--- config.mk ---
export PLATFORM = sky130hd
export DESIGN_NAME = ifu_top_flat
export DESIGN_NICKNAME = d
export VERILOG_FILES = /design/src/rtl/thetacore_pkg.sv /design/src/rtl/ifu_top_if.sv /design/src/rtl/ifu_pc_gen.sv /design/src/rtl/ifu_top.sv /design/src/flat_wrapper.sv
export SDC_FILE = /design/constraint.sdc
export NUM_CORES = 1
export LEC_CHECK = 0
export ABC_AREA = 0
export CELL_PAD_IN_SITES_DETAIL_PLACEMENT = 0
export CELL_PAD_IN_SITES_GLOBAL_PLACEMENT = 1
export CORE_ASPECT_RATIO = 1.1
export CORE_UTILIZATION = 43
export DETAILED_ROUTE_END_ITERATION = 6
export DONT_BUFFER_PORTS = 1
export GPL_TIMING_DRIVEN = 0
export PLACE_DENSITY = 0.85
export SLEW_MARGIN = 20
export SYNTH_ARGS = -nofsm -noshare
export SYNTH_HDL_FRONTEND = slang
export SYNTH_SLANG_ARGS = --single-unit
export TNS_END_PERCENT = 10
--- constraint.sdc ---
create_clock -name soc_clk -period 3.2 [get_ports soc_clk]
set_clock_uncertainty 0.05 [all_clocks]
set_input_delay 0.48 -clock soc_clk [delete_from_list [all_inputs] [get_ports soc_clk]]
set_output_delay 0.48 -clock soc_clk [all_outputs]
set_load 0.05 [all_outputs]
--- src/rtl/thetacore_pkg.sv ---
// thetacore_pkg: shared types and constants for the instruction fetch unit.
//   fetch_state_e          - fetch sequencer states
//   RESET_PC_DEFAULT       - default first fetch address after reset
//   TIMEOUT_CYCLES_DEFAULT - default decoder-handshake wait budget
//   INSTR_W                - instruction / address width
//   is_misaligned()        - true when an address is not word aligned
package thetacore_pkg;

  localparam int          INSTR_W                = 32;
  localparam logic [31:0] RESET_PC_DEFAULT       = 32'h0000_0000;
  localparam int          TIMEOUT_CYCLES_DEFAULT = 16;

  typedef enum logic [2:0] {
    S_IDLE    = 3'd0,
    S_REQ     = 3'd1,
    S_PRESENT = 3'd2,
    S_RELEASE = 3'd3,
    S_HALT    = 3'd4
  } fetch_state_e;

  function automatic logic is_misaligned(input logic [INSTR_W-1:0] addr);
    return addr[1:0] != 2'b00;
  endfunction

endpackage

--- src/rtl/ifu_top_if.sv ---
// ifu_top_if: bundles the fetch unit's memory, decoder and control-unit signals.
//   master modport - the fetch unit (drives memory request, instruction, status)
//   slave modport  - the environment (memory, decoder, control unit)
interface ifu_top_if;
  import thetacore_pkg::*;

  logic               mem_req;
  logic [INSTR_W-1:0] mem_addr;
  logic               mem_rvalid;
  logic [INSTR_W-1:0] mem_rdata;
  logic [INSTR_W-1:0] instruction;
  logic               Fetch_ready;
  logic               IDU_ready;
  logic [INSTR_W-1:0] pc_increment;
  logic               redirect_valid;
  logic [INSTR_W-1:0] redirect_pc;
  logic               halt_req;
  logic [INSTR_W-1:0] pc;
  logic               halted;
  logic               fetch_misaligned;
  logic               idu_timeout;

  modport master (
    output mem_req, mem_addr, instruction, Fetch_ready, pc,
           halted, fetch_misaligned, idu_timeout,
    input  mem_rvalid, mem_rdata, IDU_ready, pc_increment,
           redirect_valid, redirect_pc, halt_req
  );

  modport slave (
    input  mem_req, mem_addr, instruction, Fetch_ready, pc,
           halted, fetch_misaligned, idu_timeout,
    output mem_rvalid, mem_rdata, IDU_ready, pc_increment,
           redirect_valid, redirect_pc, halt_req
  );
endinterface

--- src/rtl/ifu_pc_gen.sv ---
// ifu_pc_gen: next-PC selection and alignment check.
//   pc_i, pc_increment_i      - sequential path: pc + increment (wraps)
//   redirect_valid_i/pc_i     - live redirect, highest priority
//   use_target_i/target_pc_i  - previously latched redirect target
//   next_pc_o, misaligned_o   - selected next PC and its alignment flag
module ifu_pc_gen
  import thetacore_pkg::*;
(
  input  logic [INSTR_W-1:0] pc_i,
  input  logic [INSTR_W-1:0] pc_increment_i,
  input  logic               redirect_valid_i,
  input  logic [INSTR_W-1:0] redirect_pc_i,
  input  logic               use_target_i,
  input  logic [INSTR_W-1:0] target_pc_i,
  output logic [INSTR_W-1:0] next_pc_o,
  output logic               misaligned_o
);

  // A live redirect beats a latched one so back-to-back redirects keep the newest.
  always_comb begin
    if (redirect_valid_i)  next_pc_o = redirect_pc_i;
    else if (use_target_i) next_pc_o = target_pc_i;
    else                   next_pc_o = pc_i + pc_increment_i;
  end

  assign misaligned_o = is_misaligned(next_pc_o);

endmodule

--- src/rtl/ifu_top.sv ---
// ifu_top: instruction fetch sequencer.
//   soc_clk - system clock (rising edge)
//   reset   - asynchronous active-low reset
//   bus     - ifu_top_if.master: memory request/response, decoder handshake,
//             redirect/halt from the control unit, pc and sticky status flags
//
// state     | meaning
// S_IDLE    | first cycle after reset release
// S_REQ     | memory read outstanding at pc
// S_PRESENT | instruction held for the decoder, timeout counting down
// S_RELEASE | one-cycle Fetch_ready low, pc already advanced
// S_HALT    | stopped until reset
module ifu_top
  import thetacore_pkg::*;
#(
  parameter logic [INSTR_W-1:0] RESET_PC       = RESET_PC_DEFAULT,
  parameter int                 TIMEOUT_CYCLES = TIMEOUT_CYCLES_DEFAULT
) (
  input  logic        soc_clk,
  input  logic        reset,
  ifu_top_if.master   bus
);

  localparam int CNT_W = (TIMEOUT_CYCLES > 1) ? $clog2(TIMEOUT_CYCLES) : 1;

  fetch_state_e       state_q, state_d;
  logic [INSTR_W-1:0] pc_q, pc_d;
  logic [INSTR_W-1:0] instr_q, instr_d;
  logic [INSTR_W-1:0] target_q, target_d;
  logic [CNT_W-1:0]   cnt_q, cnt_d;
  logic               kill_q, kill_d;
  logic               halt_pend_q, halt_pend_d;
  logic               misaligned_q, misaligned_d;
  logic               timeout_q, timeout_d;

  logic [INSTR_W-1:0] next_pc;
  logic               next_misaligned;

  ifu_pc_gen u_pc_gen (
    .pc_i             (pc_q),
    .pc_increment_i   (bus.pc_increment),
    .redirect_valid_i (bus.redirect_valid),
    .redirect_pc_i    (bus.redirect_pc),
    .use_target_i     (kill_q),
    .target_pc_i      (target_q),
    .next_pc_o        (next_pc),
    .misaligned_o     (next_misaligned)
  );

  always_comb begin
    state_d      = state_q;
    pc_d         = pc_q;
    instr_d      = instr_q;
    target_d     = target_q;
    cnt_d        = cnt_q;
    kill_d       = kill_q;
    halt_pend_d  = halt_pend_q;
    misaligned_d = misaligned_q;
    timeout_d    = timeout_q;

    case (state_q)
      S_IDLE, S_RELEASE: begin
        if (bus.halt_req) begin
          state_d = S_HALT;
        end else if (bus.redirect_valid && next_misaligned) begin
          misaligned_d = 1'b1;
          state_d      = S_HALT;
        end else begin
          if (bus.redirect_valid) pc_d = next_pc;
          state_d = S_REQ;
        end
      end

      S_REQ: begin
        // The read in flight must complete before anything changes mem_addr.
        if (bus.redirect_valid) begin
          target_d = bus.redirect_pc;
          kill_d   = 1'b1;
        end
        if (bus.halt_req) halt_pend_d = 1'b1;
        if (bus.mem_rvalid) begin
          kill_d      = 1'b0;
          halt_pend_d = 1'b0;
          if (bus.halt_req || halt_pend_q) begin
            state_d = S_HALT;
          end else if (kill_q || bus.redirect_valid) begin
            if (next_misaligned) begin
              misaligned_d = 1'b1;
              state_d      = S_HALT;
            end else begin
              pc_d = next_pc;
            end
          end else begin
            instr_d = bus.mem_rdata;
            cnt_d   = CNT_W'(TIMEOUT_CYCLES - 1);
            state_d = S_PRESENT;
          end
        end
      end

      S_PRESENT: begin
        if (bus.halt_req) begin
          state_d = S_HALT;
        end else if (bus.redirect_valid || bus.IDU_ready) begin
          if (next_misaligned) begin
            misaligned_d = 1'b1;
            state_d      = S_HALT;
          end else begin
            pc_d    = next_pc;
            state_d = S_RELEASE;
          end
        end else if (cnt_q == '0) begin
          timeout_d = 1'b1;
          state_d   = S_HALT;
        end else begin
          cnt_d = cnt_q - CNT_W'(1);
        end
      end

      S_HALT: state_d = S_HALT;

      default: state_d = S_IDLE;
    endcase
  end

  always_ff @(posedge soc_clk or negedge reset) begin
    if (!reset) begin
      state_q      <= S_IDLE;
      pc_q         <= RESET_PC;
      instr_q      <= '0;
      target_q     <= '0;
      cnt_q        <= '0;
      kill_q       <= 1'b0;
      halt_pend_q  <= 1'b0;
      misaligned_q <= 1'b0;
      timeout_q    <= 1'b0;
    end else begin
      state_q      <= state_d;
      pc_q         <= pc_d;
      instr_q      <= instr_d;
      target_q     <= target_d;
      cnt_q        <= cnt_d;
      kill_q       <= kill_d;
      halt_pend_q  <= halt_pend_d;
      misaligned_q <= misaligned_d;
      timeout_q    <= timeout_d;
    end
  end

  assign bus.mem_req          = (state_q == S_REQ);
  assign bus.mem_addr         = pc_q;
  assign bus.instruction      = instr_q;
  assign bus.Fetch_ready      = (state_q == S_PRESENT);
  assign bus.pc               = pc_q;
  assign bus.halted           = (state_q == S_HALT);
  assign bus.fetch_misaligned = misaligned_q;
  assign bus.idu_timeout      = timeout_q;

endmodule

--- src/flat_wrapper.sv ---
// flat-port wrapper written by rule: the top's interface ports become plain ports
module ifu_top_flat import thetacore_pkg::*;
#(
  parameter logic [INSTR_W-1:0] RESET_PC       = RESET_PC_DEFAULT,
  parameter int                 TIMEOUT_CYCLES = TIMEOUT_CYCLES_DEFAULT
)
  (soc_clk, reset, bus_mem_req, bus_mem_addr, bus_instruction, bus_Fetch_ready, bus_pc, bus_halted, bus_fetch_misaligned, bus_idu_timeout, bus_mem_rvalid, bus_mem_rdata, bus_IDU_ready, bus_pc_increment, bus_redirect_valid, bus_redirect_pc, bus_halt_req);
  ifu_top_if bus_i ();
  input  logic soc_clk;
  input  logic reset;
  output wire logic [$bits(bus_i.mem_req)-1:0] bus_mem_req;
  output wire logic [$bits(bus_i.mem_addr)-1:0] bus_mem_addr;
  output wire logic [$bits(bus_i.instruction)-1:0] bus_instruction;
  output wire logic [$bits(bus_i.Fetch_ready)-1:0] bus_Fetch_ready;
  output wire logic [$bits(bus_i.pc)-1:0] bus_pc;
  output wire logic [$bits(bus_i.halted)-1:0] bus_halted;
  output wire logic [$bits(bus_i.fetch_misaligned)-1:0] bus_fetch_misaligned;
  output wire logic [$bits(bus_i.idu_timeout)-1:0] bus_idu_timeout;
  input wire logic [$bits(bus_i.mem_rvalid)-1:0] bus_mem_rvalid;
  input wire logic [$bits(bus_i.mem_rdata)-1:0] bus_mem_rdata;
  input wire logic [$bits(bus_i.IDU_ready)-1:0] bus_IDU_ready;
  input wire logic [$bits(bus_i.pc_increment)-1:0] bus_pc_increment;
  input wire logic [$bits(bus_i.redirect_valid)-1:0] bus_redirect_valid;
  input wire logic [$bits(bus_i.redirect_pc)-1:0] bus_redirect_pc;
  input wire logic [$bits(bus_i.halt_req)-1:0] bus_halt_req;
  assign bus_mem_req = bus_i.mem_req;
  assign bus_mem_addr = bus_i.mem_addr;
  assign bus_instruction = bus_i.instruction;
  assign bus_Fetch_ready = bus_i.Fetch_ready;
  assign bus_pc = bus_i.pc;
  assign bus_halted = bus_i.halted;
  assign bus_fetch_misaligned = bus_i.fetch_misaligned;
  assign bus_idu_timeout = bus_i.idu_timeout;
  assign bus_i.mem_rvalid = bus_mem_rvalid;
  assign bus_i.mem_rdata = bus_mem_rdata;
  assign bus_i.IDU_ready = bus_IDU_ready;
  assign bus_i.pc_increment = bus_pc_increment;
  assign bus_i.redirect_valid = bus_redirect_valid;
  assign bus_i.redirect_pc = bus_redirect_pc;
  assign bus_i.halt_req = bus_halt_req;
  ifu_top #(.RESET_PC(RESET_PC), .TIMEOUT_CYCLES(TIMEOUT_CYCLES)) u_core (.soc_clk(soc_clk), .reset(reset), .bus(bus_i));
endmodule
==> flow_metrics.tcl <==
set metrics [dict create \
    status "complete, but fails checks" \
    rows 47 \
    dp_slack_ns -0.168 \
    drv_slew 0 \
    yosys.cell_types.count 71 \
    drc 0 \
    p_seq_share_pct 37.2 \
    pwr-share-clk_pct 15.4 \
    cts_tree "built" \
    dpl.cell_count 895 \
    sw_frac_of_total_pct 51.3 \
    drv_cap 0 \
    fillerInstances 1421 \
    clock_latency_ns 0.36 \
    layout_min_cycle_time_ns 2.99 \
    initial_core_util_pct 44.4 \
    core_um2 15200 \
    antennaDiodeCount 0 \
    via_per_inst 5.96 \
    post_dp_cell_area_um2 7010 \
    finalNonFillerCells 912 \
    syn_area_um2 6760 \
    worstPathArrival_ns 3.14 \
    syn_nets 834 \
    syn_avg_cell_area_um2 9.67 \
    ys_async_sr_fraction_pct 100 \
    drt-total-wl_um 18300 \
    setup_viol 0 \
    gp_congestion 0.944 \
    grtUsageTotal_pct 23.1 \
    place_hpwl_um 13900 \
    r2r_end "u_core.bus.mem_addr[3]" \
    antenna_found_initial 0 \
    postCtsSetupRepairBufs 0 \
    finalWorstSetupSlack_ns 0.205 \
    synth_common_cells "dfrtp_1 (107), mux2_2 (64), nand2_1 (64), o21ai_0 (52), a21oi_1 (49)" \
    p_leak_nw 3.37 \
    cts_sinks 107 \
    yosysMostFrequentCell "dfrtp_1" \
    grt_pass1_vias 5521 \
    reg2reg_depth 10 \
    rsz0062_at_grt "yes" \
    worst_pin_slew_ns 1.04 \
    cts_buffers 9 \
    clkSlewWorstSetupHoldPaths_ns 0.08 \
    via_count 5439 \
    io_pins 203 \
    synth_ff_type "dfrtp_1" \
    postSynthCellCount 699 \
    seqCellArea_um2 2680 \
    synth_edf_count 0 \
    violations "negative hold slack" \
    r2r-start "u_core.bus.mem_addr[0]" \
    dr.pass1.iters 6 \
    synthTopCellsByArea "dfrtp_1 (40%), mux2_2 (11%), ha_1 (5.9%)" \
    internal-power_mw 3.73 \
    relSlewSlack_pct 30.0 \
    combPwrFrac_pct 47.3 \
    synth_area_leader_cell "dfrtp_1" \
    ir_drop_mv 0.309 \
    io_buffers 0 \
    whs_ns -0.0305 \
    hold_class "in2async" \
    grt_max_degree 108 \
    cts.path.max_buffers 2 \
    power.density_nw_per_um2 1040 \
    multi_input_area_um2 3650 \
    drive_gt1_share_pct 23.6 \
    antenna_left 0 \
    crit_path_end_kind "register" \
    synth-warning-count 0 \
    syn_to_final_growth_pct 9.22 \
    p_sw_mw 3.93 \
    max_freq_mhz 334 \
    synth_top_area_share_pct 39.6 \
    worstSetupPathType "reg2reg" \
    drtIter0Drc 302 \
    cts-root-buf "clkbuf_16" \
    finalInstanceArea_um2 7380 \
    overflow 0 \
    avgRoutedWirePerCell_um 20.1 \
    final_nets 846 \
    cp.required_ns 3.35 \
    final_hold_viol_count 18 \
    worst-path-max-fanout 10 \
    grt_pass1_wl_um 28800 \
    die_y_um 133 \
    die_w_um 122 \
    final_core_utilization_pct 48.5 \
    fp.dieArea_um2 16200 \
    yosysSeqAreaShare_pct 39.6 \
    htreeDepth 3 \
    ys_seq_elements 107 \
    r2r_slack_ns 0.21 \
    min_period_over_period_pct 93.6 \
    start_kind "register" \
]
how the worst max path moves through the flow:
stage / from / endpoint / slack, ns / cells past startpoint
final: u_core.bus.mem_addr[0] / u_core.bus.mem_addr[3] / 0.21 / 10
after global placement: u_core.bus.mem_addr[0] / u_core.bus.mem_addr[31] / -0.12 / 10
after global routing: u_core.bus.mem_addr[8] / u_core.bus.mem_addr[28] / -0.03 / 9
after CTS: u_core.bus.mem_addr[0] / u_core.bus.mem_addr[31] / 0.01 / 10
after detailed placement: u_core.bus.mem_addr[0] / u_core.bus.mem_addr[31] / -0.17 / 10
after floorplan: u_core.bus.mem_addr[0] / u_core.bus.mem_addr[30] / 0.33 / 10
logic make-up (layout without fill, tap and decap cells):
| group | after synthesis | in the layout | synth area share, % |
|---|---|---|---|
| flops | 107 | 107 | 39.6 |
| fa+ha+maj | 33 | 33 | 6.22 |
| simple gates | 176 | 176 | 12.5 |
| compound gates | 208 | 208 | 20.3 |
| mux | 68 | 68 | 11.3 |
| xor+xnor | 25 | 25 | 3.24 |
| buf+inv | 82 | 99 | 6.87 |
layer usage:
layer | share of wire (%) | track usage [%] | vias to the layer above | wire length [µm]
met3 | 7.6 | 5.44 | 21 | 1400
met5 | 0 | 0 | - | 0
met2 | 51 | 40.0 | 223 | 9360
li1 | - | - | 2538 | -
met4 | 1.7 | 7.34 | 0 | 303
met1 | 40 | 28.1 | 2657 | 7270
worst max-delay path, stage by stage, from the launching register on:
cell      delay (ns)
dfrtp_2         0.55
ha_2            0.29
fa_1            0.43
nor3_1          0.17
o21ai_1         0.10
nand2b_1        0.14
a211o_2         0.41
buf_2           0.24
clkbuf_2        0.26
nand2_1         0.11
o21ai_0         0.10
flip-flops by register name (all words and copies together) (netlist names):
signal	flops
u_core.bus.instruction	32
u_core.bus.mem_addr	32
u_core.target_q	32
u_core.cnt_q	4
u_core.state_q	3
u_core.bus.fetch_misaligned	1
u_core.bus.idu_timeout	1
u_core.halt_pend_q	1
u_core.kill_q	1
power groups by stage:
stage	Sequential (mW)	Combinational (mW)	Clock, mW
2_1_floorplan	2.76	3.00	0
3_3_place_gp	2.86	3.49	0
3_5_place_dp	2.88	3.54	0
4_1_cts	2.85	3.59	1.21
5_1_grt	2.92	3.97	1.26
6_report	2.85	3.63	1.18
cell type report:
cell class                 count  area share, %
clock buffer                   9           3.05
multi-input combinational    510           49.4
tap                          196           3.32
buffer                        67           5.58
inverter                      15          0.763
clock inverter                 7           1.14
timing repair buffer           1          0.373
sequential                   107           36.3
layout by cell type, fill, tap and decap left out, types with 5 or more instances in the layout:
master | netlist | final
o21ai_0 | 52 | 52
clkbuf_1 | 11 | 10
a21o_1 | 17 | 17
o21bai_1 | 5 | 5
buf_1 | 8 | 6
nand2_1 | 64 | 64
nor2_1 | 46 | 45
buf_2 | 11 | 11
xor2_1 | 12 | 12
xnor2_1 | 13 | 13
a211oi_2 | 4 | 5
nor3_1 | 12 | 10
a211oi_1 | 6 | 5
clkbuf_16 | 0 | 9
nand2b_1 | 5 | 5
inv_1 | 14 | 14
o22ai_1 | 7 | 7
nand3_1 | 8 | 8
mux2_2 | 64 | 64
o21ai_1 | 6 | 6
o211ai_1 | 9 | 9
a21oi_1 | 49 | 49
ha_1 | 32 | 31
and3_1 | 5 | 5
nand4_1 | 7 | 7
a31oi_1 | 5 | 5
a22oi_1 | 6 | 6
o31ai_1 | 7 | 7
dfrtp_1 | 107 | 103
buf_4 | 36 | 36
stage by stage:
step / hold slack, ns / power, mW / setup TNS (ns)
final: -0.0305 / 7.66 / 0
after global routing: 0.0140 / 8.15 / -0.0484
after CTS: 0.0333 / 7.66 / 0
after detailed placement: 0.138 / 6.42 / -1.12
after global placement: 0.138 / 6.35 / -0.888
after floorplan: 0.134 / 5.75 / 0
timing repair:
action                                 4_1_cts  5_1_grt
hold buffers                                 1        0
resized for setup                            1       14
setup endpoints to repair                   30       31
endpoints found under the hold margin      107        0
No activity file was read; power rests on OpenSTA's default activity.
